<file path="src/rtl/meas_pkg.sv">
// Shared types and helpers for the windowed max/min measurement scheduler.
package meas_pkg;

   typedef enum logic [1:0] {
      IDLE    = 2'd0,
      ACQ     = 2'd1,
      REPORT  = 2'd2,
      ADVANCE = 2'd3
   } state_t;

   // Returns {wrapped, ch}: next set bit above cur, else the lowest set bit with wrapped=1.
   // Passing cur = 4'hF yields the lowest set bit of the mask.
   function automatic logic [4:0] next_ch(input logic [15:0] mask, input logic [3:0] cur);
      logic       found;
      logic [3:0] ch;
      found = 1'b0;
      ch    = cur;
      for (int i = 15; i >= 0; i--) begin
         if (mask[i] && (i > int'(cur))) begin
            found = 1'b1;
            ch    = 4'(i);
         end
      end
      if (!found) begin
         for (int i = 15; i >= 0; i--) begin
            if (mask[i]) ch = 4'(i);
         end
      end
      return {~found, ch};
   endfunction

endpackage

</file>
<file path="src/rtl/win_extreme.sv">
// Signed running max/min accumulator; max/min outputs already include the current sample.
module win_extreme #(
   parameter int DATA_WIDTH = 12
) (
   input  logic                         clk_in,
   input  logic                         rst_n,
   input  logic                         clr_first,
   input  logic                         en,
   input  logic signed [DATA_WIDTH-1:0] sample,
   output logic signed [DATA_WIDTH-1:0] max,
   output logic signed [DATA_WIDTH-1:0] min
);

   logic signed [DATA_WIDTH-1:0] max_q, min_q;

   // First sample of a window seeds both extremes, so stale state never leaks in.
   always_comb begin
      max = max_q;
      min = min_q;
      if (clr_first) begin
         max = sample;
         min = sample;
      end else begin
         if (sample > max_q) max = sample;
         if (sample < min_q) min = sample;
      end
   end

   always_ff @(posedge clk_in or negedge rst_n) begin
      if (!rst_n) begin
         max_q <= '0;
         min_q <= '0;
      end else if (en) begin
         max_q <= max;
         min_q <= min;
      end
   end

endmodule

</file>
<file path="src/rtl/meas_window_sched.sv">
// Round-robin scheduler sharing one windowed max/min engine across CH_NUM sample channels.
module meas_window_sched
   import meas_pkg::*;
#(
   parameter int DATA_WIDTH   = 12,
   parameter int RANGE_WIDTH  = 10,
   parameter int CH_NUM       = 4,
   parameter int CH_SEL_WIDTH = 2
) (
   input  logic                         clk_in,
   input  logic                         rst_n,
   input  logic                         start,
   input  logic                         stop,
   input  logic                         continuous,
   input  logic [RANGE_WIDTH-1:0]       range,
   input  logic [CH_NUM-1:0]            ch_mask,
   input  logic [CH_NUM*DATA_WIDTH-1:0] data_in,
   output logic                         busy,
   output logic [CH_SEL_WIDTH-1:0]      ch_sel,
   output logic                         res_valid,
   input  logic                         res_ready,
   output logic [CH_SEL_WIDTH-1:0]      res_ch,
   output logic signed [DATA_WIDTH-1:0] res_max,
   output logic signed [DATA_WIDTH-1:0] res_min
);

   state_t                       state;
   logic [RANGE_WIDTH-1:0]       cnt, range_q, last;
   logic [CH_NUM-1:0]            mask_q;
   logic                         cont_q, stop_pend;
   logic [15:0]                  mask_cur, mask_new;
   logic [4:0]                   adv, first;
   logic signed [DATA_WIDTH-1:0] samp, ext_max, ext_min;

   always_comb begin
      mask_cur = '0;
      mask_new = '0;
      mask_cur[CH_NUM-1:0] = mask_q;
      mask_new[CH_NUM-1:0] = ch_mask;
   end

   assign adv   = next_ch(mask_cur, 4'(ch_sel));
   assign first = next_ch(mask_new, 4'hF);
   // A zero window length behaves as a one-sample window.
   assign last  = (range_q == '0) ? '0 : range_q - 1'b1;
   assign samp  = data_in[ch_sel*DATA_WIDTH +: DATA_WIDTH];

   assign busy      = (state != IDLE);
   assign res_valid = (state == REPORT);

   win_extreme #(.DATA_WIDTH(DATA_WIDTH)) u_ext (
      .clk_in    (clk_in),
      .rst_n     (rst_n),
      .clr_first (cnt == '0),
      .en        (state == ACQ),
      .sample    (samp),
      .max       (ext_max),
      .min       (ext_min)
   );

   always_ff @(posedge clk_in or negedge rst_n) begin
      if (!rst_n) begin
         state     <= IDLE;
         ch_sel    <= '0;
         cnt       <= '0;
         range_q   <= '0;
         mask_q    <= '0;
         cont_q    <= 1'b0;
         stop_pend <= 1'b0;
         res_ch    <= '0;
         res_max   <= '0;
         res_min   <= '0;
      end else begin
         case (state)
            IDLE: begin
               if (start && !stop && (ch_mask != '0)) begin
                  range_q   <= range;
                  mask_q    <= ch_mask;
                  cont_q    <= continuous;
                  stop_pend <= 1'b0;
                  cnt       <= '0;
                  ch_sel    <= CH_SEL_WIDTH'(first[3:0]);
                  state     <= ACQ;
               end
            end
            ACQ: begin
               if (stop) begin
                  cnt   <= '0;
                  state <= IDLE;
               end else if (cnt == last) begin
                  res_ch  <= ch_sel;
                  res_max <= ext_max;
                  res_min <= ext_min;
                  state   <= REPORT;
               end else begin
                  cnt <= cnt + 1'b1;
               end
            end
            REPORT: begin
               if (stop)      stop_pend <= 1'b1;
               if (res_ready) state     <= ADVANCE;
            end
            ADVANCE: begin
               ch_sel <= CH_SEL_WIDTH'(adv[3:0]);
               cnt    <= '0;
               // A stop landing in this cycle counts like a pending one.
               if ((adv[4] && !cont_q) || stop_pend || stop) begin
                  stop_pend <= 1'b0;
                  state     <= IDLE;
               end else begin
                  state <= ACQ;
               end
            end
            default: state <= IDLE;
         endcase
      end
   end

endmodule

</file>
<file path="config.mk">
export PLATFORM = sky130hd
export DESIGN_NAME = meas_window_sched
export DESIGN_NICKNAME = d
export VERILOG_FILES = /design/src/rtl/meas_pkg.sv /design/src/rtl/win_extreme.sv /design/src/rtl/meas_window_sched.sv
export SDC_FILE = /design/constraint.sdc
export NUM_CORES = 1
export LEC_CHECK = 0
export CAP_MARGIN = 0
export CORE_ASPECT_RATIO = 0.75
export CORE_MARGIN = 1.5
export CORE_UTILIZATION = 48
export DETAILED_ROUTE_END_ITERATION = 10
export PLACE_DENSITY = 0.84
export SLEW_MARGIN = 30
export SYNTH_ARGS = -nofsm -noshare
export SYNTH_HDL_FRONTEND = slang
export SYNTH_SLANG_ARGS = --single-unit
export TNS_END_PERCENT = 10
</file>
<file path="constraint.sdc">
create_clock -name clk_in -period 3.85 [get_ports clk_in]
set_input_delay 0.77 -clock clk_in [delete_from_list [all_inputs] [get_ports clk_in]]
set_output_delay 0.77 -clock clk_in [all_outputs]
set_load 0.01 [all_outputs]
</file>
==> report_table.html, run 1 <==
<table>
<tr><th>Metric</th><th>Value</th></tr>
<tr><th colspan="2">CTS</th></tr>
<tr><td>Clock network latency to the later pin of the worst-skew pair</td><td>0.34 ns</td></tr>
<tr><td>Clock Sink Count</td><td>80</td></tr>
<tr><td>Clock transition at the register clock pins on the worst setup and hold paths after CTS</td><td>0.06 ns</td></tr>
<tr><td>Maximum level of the CTS H-tree</td><td>3</td></tr>
<tr><td>Post-cts sizing count</td><td>0</td></tr>
<tr><td>Number of buffers between clock root and the deepest sink</td><td>2</td></tr>
<tr><td>Clock tree root buffer cell</td><td>clkbuf_16</td></tr>
<tr><td>CTS Buf Count</td><td>9</td></tr>
<tr><td>CTS Hold Bufs</td><td>0</td></tr>
<tr><td>CTS tree</td><td>built</td></tr>
<tr><td>Post-CTS Setup Bufs</td><td>0</td></tr>
<tr><th colspan="2">Final layout</th></tr>
<tr><td>Register area</td><td>0.00200 sq mm</td></tr>
<tr><td>Area of combinational cells with multiple inputs</td><td>0.00296 sq mm</td></tr>
<tr><td>Ant diodes</td><td>0</td></tr>
<tr><td>Fill cell count</td><td>842</td></tr>
<tr><td>Net count reported at finish</td><td>713</td></tr>
<tr><td>Layout Area Growth over Synthesis</td><td>25.4%</td></tr>
<tr><td>Share of cells above drive strength 1</td><td>17.0%</td></tr>
<tr><td>Count of non-filler cells in the finished layout</td><td>754</td></tr>
<tr><th colspan="2">Critical path</th></tr>
<tr><td>Data arrival at the endpoint of the critical path</td><td>3.71 ns</td></tr>
<tr><td>Required time worst endpoint</td><td>4.06 ns</td></tr>
<tr><td>Worst Path Class, Setup</td><td>in2reg</td></tr>
<tr><td>Worst Setup Start Kind</td><td>input port</td></tr>
<tr><td>Crit-path max FO</td><td>12</td></tr>
<tr><td>Flop-to-flop setup slack</td><td>0.40 ns</td></tr>
<tr><td>Critical path endpoint category</td><td>flop</td></tr>
<tr><th colspan="2">Detailed routing</th></tr>
<tr><td>Starting DRT DRC Count</td><td>235</td></tr>
<tr><td>Drt drc</td><td>0</td></tr>
<tr><td>WL final</td><td>13,000 microns</td></tr>
<tr><td>Via count normalized by instance count</td><td>5.91</td></tr>
<tr><td>Post-route ant nets</td><td>0</td></tr>
<tr><td>Vias</td><td>4,457</td></tr>
<tr><td>Number of iterations in the first detailed-routing pass</td><td>5</td></tr>
<tr><td>Per-cell routed wire length</td><td>17.2 microns</td></tr>
<tr><th colspan="2">STA</th></tr>
<tr><td>Final Max Tran Viols</td><td>0</td></tr>
<tr><td>Period utilisation layout</td><td>90.9%</td></tr>
<tr><td>Final hold violations</td><td>0</td></tr>
<tr><td>Final setup vio count</td><td>0</td></tr>
<tr><td>Setup TNS</td><td>0 ns</td></tr>
<tr><td>Maximum clock frequency</td><td>286 MHz</td></tr>
<tr><td>RSZ-0062 raised after global routing</td><td>false</td></tr>
<tr><td>Final critical-path required period</td><td>3.50 ns</td></tr>
<tr><td>Transition time of the tightest slew-check pin</td><td>0.719 ns</td></tr>
<tr><td>Relative max-transition margin</td><td>52.1%</td></tr>
<tr><td>Worst setup skew after layout</td><td>0.00740 ns</td></tr>
<tr><th colspan="2">Placement</th></tr>
<tr><td>Post-DP HPWL</td><td>9880 microns</td></tr>
<tr><td>Number of placed instances with taps included</td><td>739</td></tr>
<tr><td>Number of input and output port buffers inserted</td><td>97</td></tr>
<tr><td>Final GP Congestion</td><td>0.968</td></tr>
<tr><th colspan="2">Die</th></tr>
<tr><td>Initial cell density of the core</td><td>50.4%</td></tr>
<tr><td>Core Box Area</td><td>0.0105 sq mm</td></tr>
<tr><td>Vertical extent of the die</td><td>93.9 microns</td></tr>
<tr><td>Die ar.</td><td>0.0117 sq mm</td></tr>
<tr><td>Site row count</td><td>32</td></tr>
<tr><td>Top-level port count</td><td>98</td></tr>
<tr><td>Horizontal die dimension</td><td>124 microns</td></tr>
<tr><th colspan="2">Logic synthesis</th></tr>
<tr><td>Sequential area share after synthesis</td><td>37.8%</td></tr>
<tr><td>Share of synthesized cell area in full adder, half adder and majority cells</td><td>7.33%</td></tr>
<tr><td>Largest family of logic cells by synthesized area</td><td>compound AO/OA/AOI/OAI gates</td></tr>
<tr><td>Netlist cell types</td><td>66</td></tr>
<tr><td>Mean instance size in the synthesized netlist</td><td>10.1 sq um</td></tr>
<tr><td>Compound-cell area share of the yosys netlist</td><td>16.4%</td></tr>
<tr><td>Share of async-settable or async-resettable flops after synthesis</td><td>100%</td></tr>
<tr><td>Top cells by area in the synthesized netlist</td><td>dfrtp_1 (38%), ha_1 (7.3%), mux2_2 (6.2%), mux4_2 (5.1%), mux2i_1 (4.7%)</td></tr>
<tr><td>Seq cells post-synth</td><td>80</td></tr>
<tr><td>Net Count, Synth</td><td>624</td></tr>
<tr><td>Area share of the largest cell type after synthesis</td><td>37.8%</td></tr>
<tr><td>Synth Instances</td><td>525</td></tr>
<tr><td>Netlist area before placement</td><td>0.00529 sq mm</td></tr>
<tr><td>Number of enable-type register cells in the synthesized netlist</td><td>0</td></tr>
<tr><td>Largest area contributor in the synthesized netlist</td><td>dfrtp_1</td></tr>
<tr><td>Commonest cells post-synth</td><td>dfrtp_1 (80), nand2_1 (44), inv_1 (40)</td></tr>
<tr><td>Xor-xnor portion of the synthesized cell area</td><td>0.828%</td></tr>
<tr><td>Mux contribution to synthesized area</td><td>16.3%</td></tr>
<tr><td>Dominant register cell in the synthesized netlist</td><td>dfrtp_1</td></tr>
<tr><td>Most common cell in the netlist</td><td>dfrtp_1</td></tr>
<tr><td>Post-synthesis simple-gate area fraction</td><td>14.9%</td></tr>
<tr><td>Number of warnings reported in the yosys synthesis log</td><td>0</td></tr>
<tr><th colspan="2">Hold path</th></tr>
<tr><td>Worst min path class</td><td>in2async</td></tr>
<tr><th colspan="2">GRT</th></tr>
<tr><td>All-layer global routing usage</td><td>22.9%</td></tr>
<tr><td>Residual overflow from global routing</td><td>0</td></tr>
<tr><td>Initial antenna violation count</td><td>0</td></tr>
<tr><td>Maximum number of pins on one net before global-route repair</td><td>81</td></tr>
<tr><td>Number of global-route vias before repair</td><td>4,314</td></tr>
<tr><td>First-pass GRT wire length</td><td>21,500 microns</td></tr>
<tr><th colspan="2">Run</th></tr>
<tr><td>Max capacitance violation total</td><td>0</td></tr>
<tr><th colspan="2">Power</th></tr>
<tr><td>Power per cell area</td><td>800 mW/mm^2</td></tr>
<tr><td>Maximum VDD drop</td><td>0.426 mV</td></tr>
<tr><td>Post-layout total power</td><td>5.31 mW</td></tr>
<tr><td>Static Leak</td><td>2.99 nW</td></tr>
<tr><th colspan="2">Outcome</th></tr>
<tr><td>Run status</td><td>finished clean</td></tr>
</table>
## worst paths after layout
path,from,end,cells past startpoint
max in group asynchronous,rst_n,u_ext.max_q[2],1
hold reg to reg,res_max[0],res_max[0],2
hold / removal,rst_n,range_q[8],1
min in group clk_in,res_max[0],res_max[0],2
setup reg to reg,ch_sel[1],u_ext.max_q[6],11
setup / recovery,data_in[42],u_ext.max_q[6],11
## flip-flops by register name, indices dropped and copies added (netlist names), named ones only
name,count
res_max,12
u_ext.max_q,12
u_ext.min_q,12
cont_q,1
stop_pend,1
ch_sel,2
cnt,10
res_ch,2
mask_q,4
res_min,12
state,1
range_q,10
## where the power goes
part | leakage (nW) | total [mW] | internal (mW) | switching (mW)
combinational | 1.83 | 2.98 | 1.44 | 1.54
sequential | 1.02 | 1.55 | 1.19 | 0.359
clock | 0.141 | 0.785 | 0.463 | 0.321
total | 2.99 | 5.31 | 3.09 | 2.22
## logic make-up (layout without fill, tap and decap cells)
logic type,count (synthesis),count (layout)
AO/OA/AOI/OAI,121,121
XOR/XNOR,5,5
adder cells (fa/ha/maj),31,31
buffers and inverters,72,165
flip-flops,80,80
multiplexers,67,67
AND/OR/NAND/NOR,149,149
## cell type report
class                      instances  area share, %
timing repair buffer             110           16.3
multi-input combinational        373           44.6
clock buffer                      11           3.81
inverter                          40           2.26
tap                              136           2.56
sequential                        80           30.2
clock inverter                     4          0.302
## metal layers
metal	routed length, microns	track usage, %
met1	6150	31.8
met2	5780	36.0
met3	860	5.30
met4	214	6.80
met5	0	0
## critical path, cell delays in order
cell and delay, ns:
clkdlybuf4s50_1 0.41, mux4_2 0.55, ha_1 0.33, nand4_1 0.14, nor2_1 0.07, nand4_1 0.10
o311ai_0 0.13, o21ai_0 0.12, a21o_1 0.15, and2_1 0.53, mux2_2 0.41
## cell usage in the layout, fill, tap and decap left out, drive strengths merged, types with 4 or more instances in the layout
master,n
inv,40
nand2,44
buf,14
nand2b,5
or3,9
o211ai,11
ha,31
dfrtp,80
mux2i,25
mux2,30
or2,4
a21o,4
nand4,8
o21ai,50
nor2,23
a31oi,5
clkdlybuf4s50,96
xnor2,4
nand3,19
a21oi,19
nor3,8
clkbuf,11
nor4,6
mux4,12
clkinv,4
## stage by stage
step	utilization (%)	area (sq um)	hold WS, ns	setup WS (ns)
6_report	63.3	6640	0.451	0.349
5_1_grt	63.3	6640	0.498	0.170
4_1_cts	63.3	6640	0.484	0.424
3_5_place_dp	60.7	6360	0.471	0.0940
3_3_place_gp	60.6	6360	0.465	0.208
2_1_floorplan	-	5290	0.471	0.186
No activity file was read; power rests on OpenSTA's default activity.
==> inputs of run 2 (changes only) <==
Settings changed: CORE_UTILIZATION 48 to 46, PLACE_DENSITY 0.84 to 0.81, REMOVE_ABC_BUFFERS set to 1.
==> run 2 against run 1 <==
  * Global-route usage barely moved
  * Register-to-register slack improved by 0.02 ns
  * Die area rose by 4.2%
  * Clock power rose by 18%
  * Critical path depth did not move
  * Combinational power barely moved
  * Wire length rose by 2.5%
  * Sequential power barely moved
==> report_table.html, run 2 (same netlist as run 1, synthesis figures left out) <==
<table>
<tr><th>Metric</th><th>Value</th></tr>
<tr><th colspan="2">Critical path</th></tr>
<tr><td>Master of the slowest instance on the critical path</td><td>mux4_2</td></tr>
<tr><td>Critical path endpoint category</td><td>flop</td></tr>
<tr><td>Data arrival at the endpoint of the critical path</td><td>3.71 ns</td></tr>
<tr><td>Crit-path max FO</td><td>12</td></tr>
<tr><td>Cell with the most instances on the worst path</td><td>o211ai_1</td></tr>
<tr><td>Required time worst endpoint</td><td>4.07 ns</td></tr>
<tr><td>Critical path, cell by cell</td><td>clkdlybuf4s50_1 -&gt; mux4_2 -&gt; ha_1 -&gt; nor2b_1 -&gt; o211ai_1 -&gt; a21oi_1 -&gt; o211ai_1 -&gt; nand3_1 -&gt; a21o_1 -&gt; and2_1 -&gt; mux2_2</td></tr>
<tr><td>Origin of the worst setup path</td><td>data_in[1]</td></tr>
<tr><td>Worst Setup Start Kind</td><td>input port</td></tr>
<tr><td>Start of the worst register-to-register path</td><td>ch_sel[1]</td></tr>
<tr><td>Worst Path Class, Setup</td><td>in2reg</td></tr>
<tr><td>Crit path largest cell delay</td><td>0.53 ns</td></tr>
<tr><th colspan="2">CTS</th></tr>
<tr><td>Post-CTS Setup Bufs</td><td>0</td></tr>
<tr><td>Clock transition at the register clock pins on the worst setup and hold paths after CTS</td><td>0.06 ns</td></tr>
<tr><td>CTS tree</td><td>built</td></tr>
<tr><td>Post-cts sizing count</td><td>0</td></tr>
<tr><td>Number of buffers between clock root and the deepest sink</td><td>2</td></tr>
<tr><td>CTS Hold Bufs</td><td>0</td></tr>
<tr><td>CTS Buf Count</td><td>9</td></tr>
<tr><td>Clock Sink Count</td><td>80</td></tr>
<tr><td>Clock tree root buffer cell</td><td>clkbuf_16</td></tr>
<tr><td>Clock network latency to the later pin of the worst-skew pair</td><td>0.34 ns</td></tr>
<tr><td>Maximum level of the CTS H-tree</td><td>3</td></tr>
<tr><th colspan="2">GRT</th></tr>
<tr><td>First-pass GRT wire length</td><td>22,100 microns</td></tr>
<tr><td>Initial antenna violation count</td><td>0</td></tr>
<tr><td>All-layer global routing usage</td><td>22.9%</td></tr>
<tr><td>Maximum number of pins on one net before global-route repair</td><td>81</td></tr>
<tr><td>Number of global-route vias before repair</td><td>4,339</td></tr>
<tr><td>Residual overflow from global routing</td><td>0</td></tr>
<tr><th colspan="2">Die</th></tr>
<tr><td>Top-level port count</td><td>98</td></tr>
<tr><td>Die ar.</td><td>0.0122 sq mm</td></tr>
<tr><td>Initial cell density of the core</td><td>47.8%</td></tr>
<tr><td>Core Box Area</td><td>0.0111 sq mm</td></tr>
<tr><td>Vertical extent of the die</td><td>95.9 microns</td></tr>
<tr><td>Horizontal die dimension</td><td>127 microns</td></tr>
<tr><td>Site row count</td><td>33</td></tr>
<tr><th colspan="2">Final layout</th></tr>
<tr><td>Layout Area Growth over Synthesis</td><td>25.9%</td></tr>
<tr><td>Ant diodes</td><td>0</td></tr>
<tr><td>Net count reported at finish</td><td>709</td></tr>
<tr><td>Cell area after layout</td><td>0.00666 sq mm</td></tr>
<tr><td>Fill cell count</td><td>951</td></tr>
<tr><td>Top library cells by usage in the layout, fill and taps aside</td><td>clkdlybuf4s50_1 (96), dfrtp_1 (80), nand2_1 (44)</td></tr>
<tr><td>Most common cell after layout, fill and taps aside</td><td>clkdlybuf4s50_1</td></tr>
<tr><td>Count of non-filler cells in the finished layout</td><td>755</td></tr>
<tr><td>Share of cells above drive strength 1</td><td>16.6%</td></tr>
<tr><td>Post-route core utilization</td><td>60.2%</td></tr>
<tr><th colspan="2">STA</th></tr>
<tr><td>RSZ-0062 raised after global routing</td><td>false</td></tr>
<tr><td>Transition time of the tightest slew-check pin</td><td>0.820 ns</td></tr>
<tr><td>Final hold violations</td><td>0</td></tr>
<tr><td>Period utilisation layout</td><td>90.7%</td></tr>
<tr><td>Maximum clock frequency</td><td>286 MHz</td></tr>
<tr><td>Final setup vio count</td><td>0</td></tr>
<tr><td>Worst setup skew after layout</td><td>0.00735 ns</td></tr>
<tr><td>Final Max Tran Viols</td><td>0</td></tr>
<tr><td>Worst hold slack</td><td>0.455 ns</td></tr>
<tr><td>Relative max-transition margin</td><td>44.9%</td></tr>
<tr><td>Final critical-path required period</td><td>3.49 ns</td></tr>
<tr><th colspan="2">Hold path</th></tr>
<tr><td>Worst min path class</td><td>in2async</td></tr>
<tr><th colspan="2">Power</th></tr>
<tr><td>Maximum VDD drop</td><td>0.417 mV</td></tr>
<tr><td>Post-layout total power</td><td>5.44 mW</td></tr>
<tr><td>Static Leak</td><td>2.98 nW</td></tr>
<tr><td>Power per cell area</td><td>816 mW/mm^2</td></tr>
<tr><th colspan="2">Detailed routing</th></tr>
<tr><td>Vias</td><td>4,432</td></tr>
<tr><td>WL final</td><td>13,300 microns</td></tr>
<tr><td>Number of iterations in the first detailed-routing pass</td><td>6</td></tr>
<tr><td>Post-route ant nets</td><td>0</td></tr>
<tr><td>Via count normalized by instance count</td><td>5.87</td></tr>
<tr><td>Drt drc</td><td>0</td></tr>
<tr><td>Starting DRT DRC Count</td><td>265</td></tr>
<tr><td>Per-cell routed wire length</td><td>17.6 microns</td></tr>
<tr><th colspan="2">Placement</th></tr>
<tr><td>Final GP Congestion</td><td>0.887</td></tr>
<tr><td>Placed Instance Area</td><td>0.00633 sq mm</td></tr>
<tr><td>Number of placed instances with taps included</td><td>739</td></tr>
<tr><td>Post-DP HPWL</td><td>9720 microns</td></tr>
<tr><td>Number of input and output port buffers inserted</td><td>97</td></tr>
<tr><th colspan="2">Outcome</th></tr>
<tr><td>Run status</td><td>finished clean</td></tr>
<tr><th colspan="2">Run</th></tr>
<tr><td>Max capacitance violation total</td><td>0</td></tr>
</table>
-- run 2: cell count changes in the layout (fill, tap and decap cells not counted) --
cell	previous run	this run
buf_4	12	8
bufinv_16	0	2
clkbuf_8	2	0
clkinv_2	4	1
clkinv_4	0	1
clkinvlp_4	0	3
o21ai_0	22	21
o21ai_1	7	8
-- run 2: where the power goes --
part / switching, mW / internal [mW] / total (mW)
clock network: 0.358 / 0.568 / 0.926
logic: 1.54 / 1.41 / 2.95
registers: 0.371 / 1.19 / 1.56
total: 2.27 / 3.16 / 5.44
-- run 2: critical path: cells and delay by family --
kind                       cells  cell delay, ns
AOI/OAI and AO/OA              4            0.50
adders and majority gates      1            0.32
buffers and inverters          1            0.40
muxes                          2            0.94
and+or+nand+nor                3            0.78
-- run 2: final cells by class --
type	instances	area [sq um]	share of cell area [%]
Clock inverter	7	96.3	1.45
Tap cell	140	175	2.63
Multi-Input combinational cell	373	2960	44.4
Sequential cell	80	2000	30.1
Inverter	40	150	2.25
Clock buffer	9	225	3.38
Timing Repair Buffer	106	1050	15.8
-- run 2: worst paths after layout --
kind | end | slack, ns | depth (start not counted)
max | u_ext.max_q[9] | 0.36 | 11
min | range_q[3] | 0.46 | 1
max reg2reg | u_ext.max_q[9] | 0.42 | 10
min reg2reg | res_max[4] | 0.47 | 2
max in group asynchronous | u_ext.max_q[8] | 2.90 | 1
min in group clk_in | res_max[4] | 0.47 | 2
-- run 2: per-stage QoR --
step	TNS (ns)	setup WS (ns)
after floorplan	-11.32	-0.704
after global placement	0	0.173
after detailed placement	0	0.0884
after CTS	0	0.400
after global routing	0	0.199
final	0	0.357
-- run 2: layer usage --
layer / global-route usage [%] / up-vias / wire length, microns
met2: 37.1 / 161 / 6270
met5: 0 / - / 0
met1: 32.3 / 2151 / 6220
met3: 3.50 / 20 / 652
met4: 6.44 / 0 / 182
li1: - / 2100 / -
==> inputs of run 3 (changes only) <==
Settings changed: CTS_BUF_LIST set to sky130_fd_sc_hd__clkbuf_4 sky130_fd_sc_hd__clkbuf_8 sky130_fd_sc_hd__clkbuf_16, HOLD_SLACK_MARGIN set to 0.05.
==> results of run 3 <==
Final layout, timing and power as in run 2 (identical DEF).
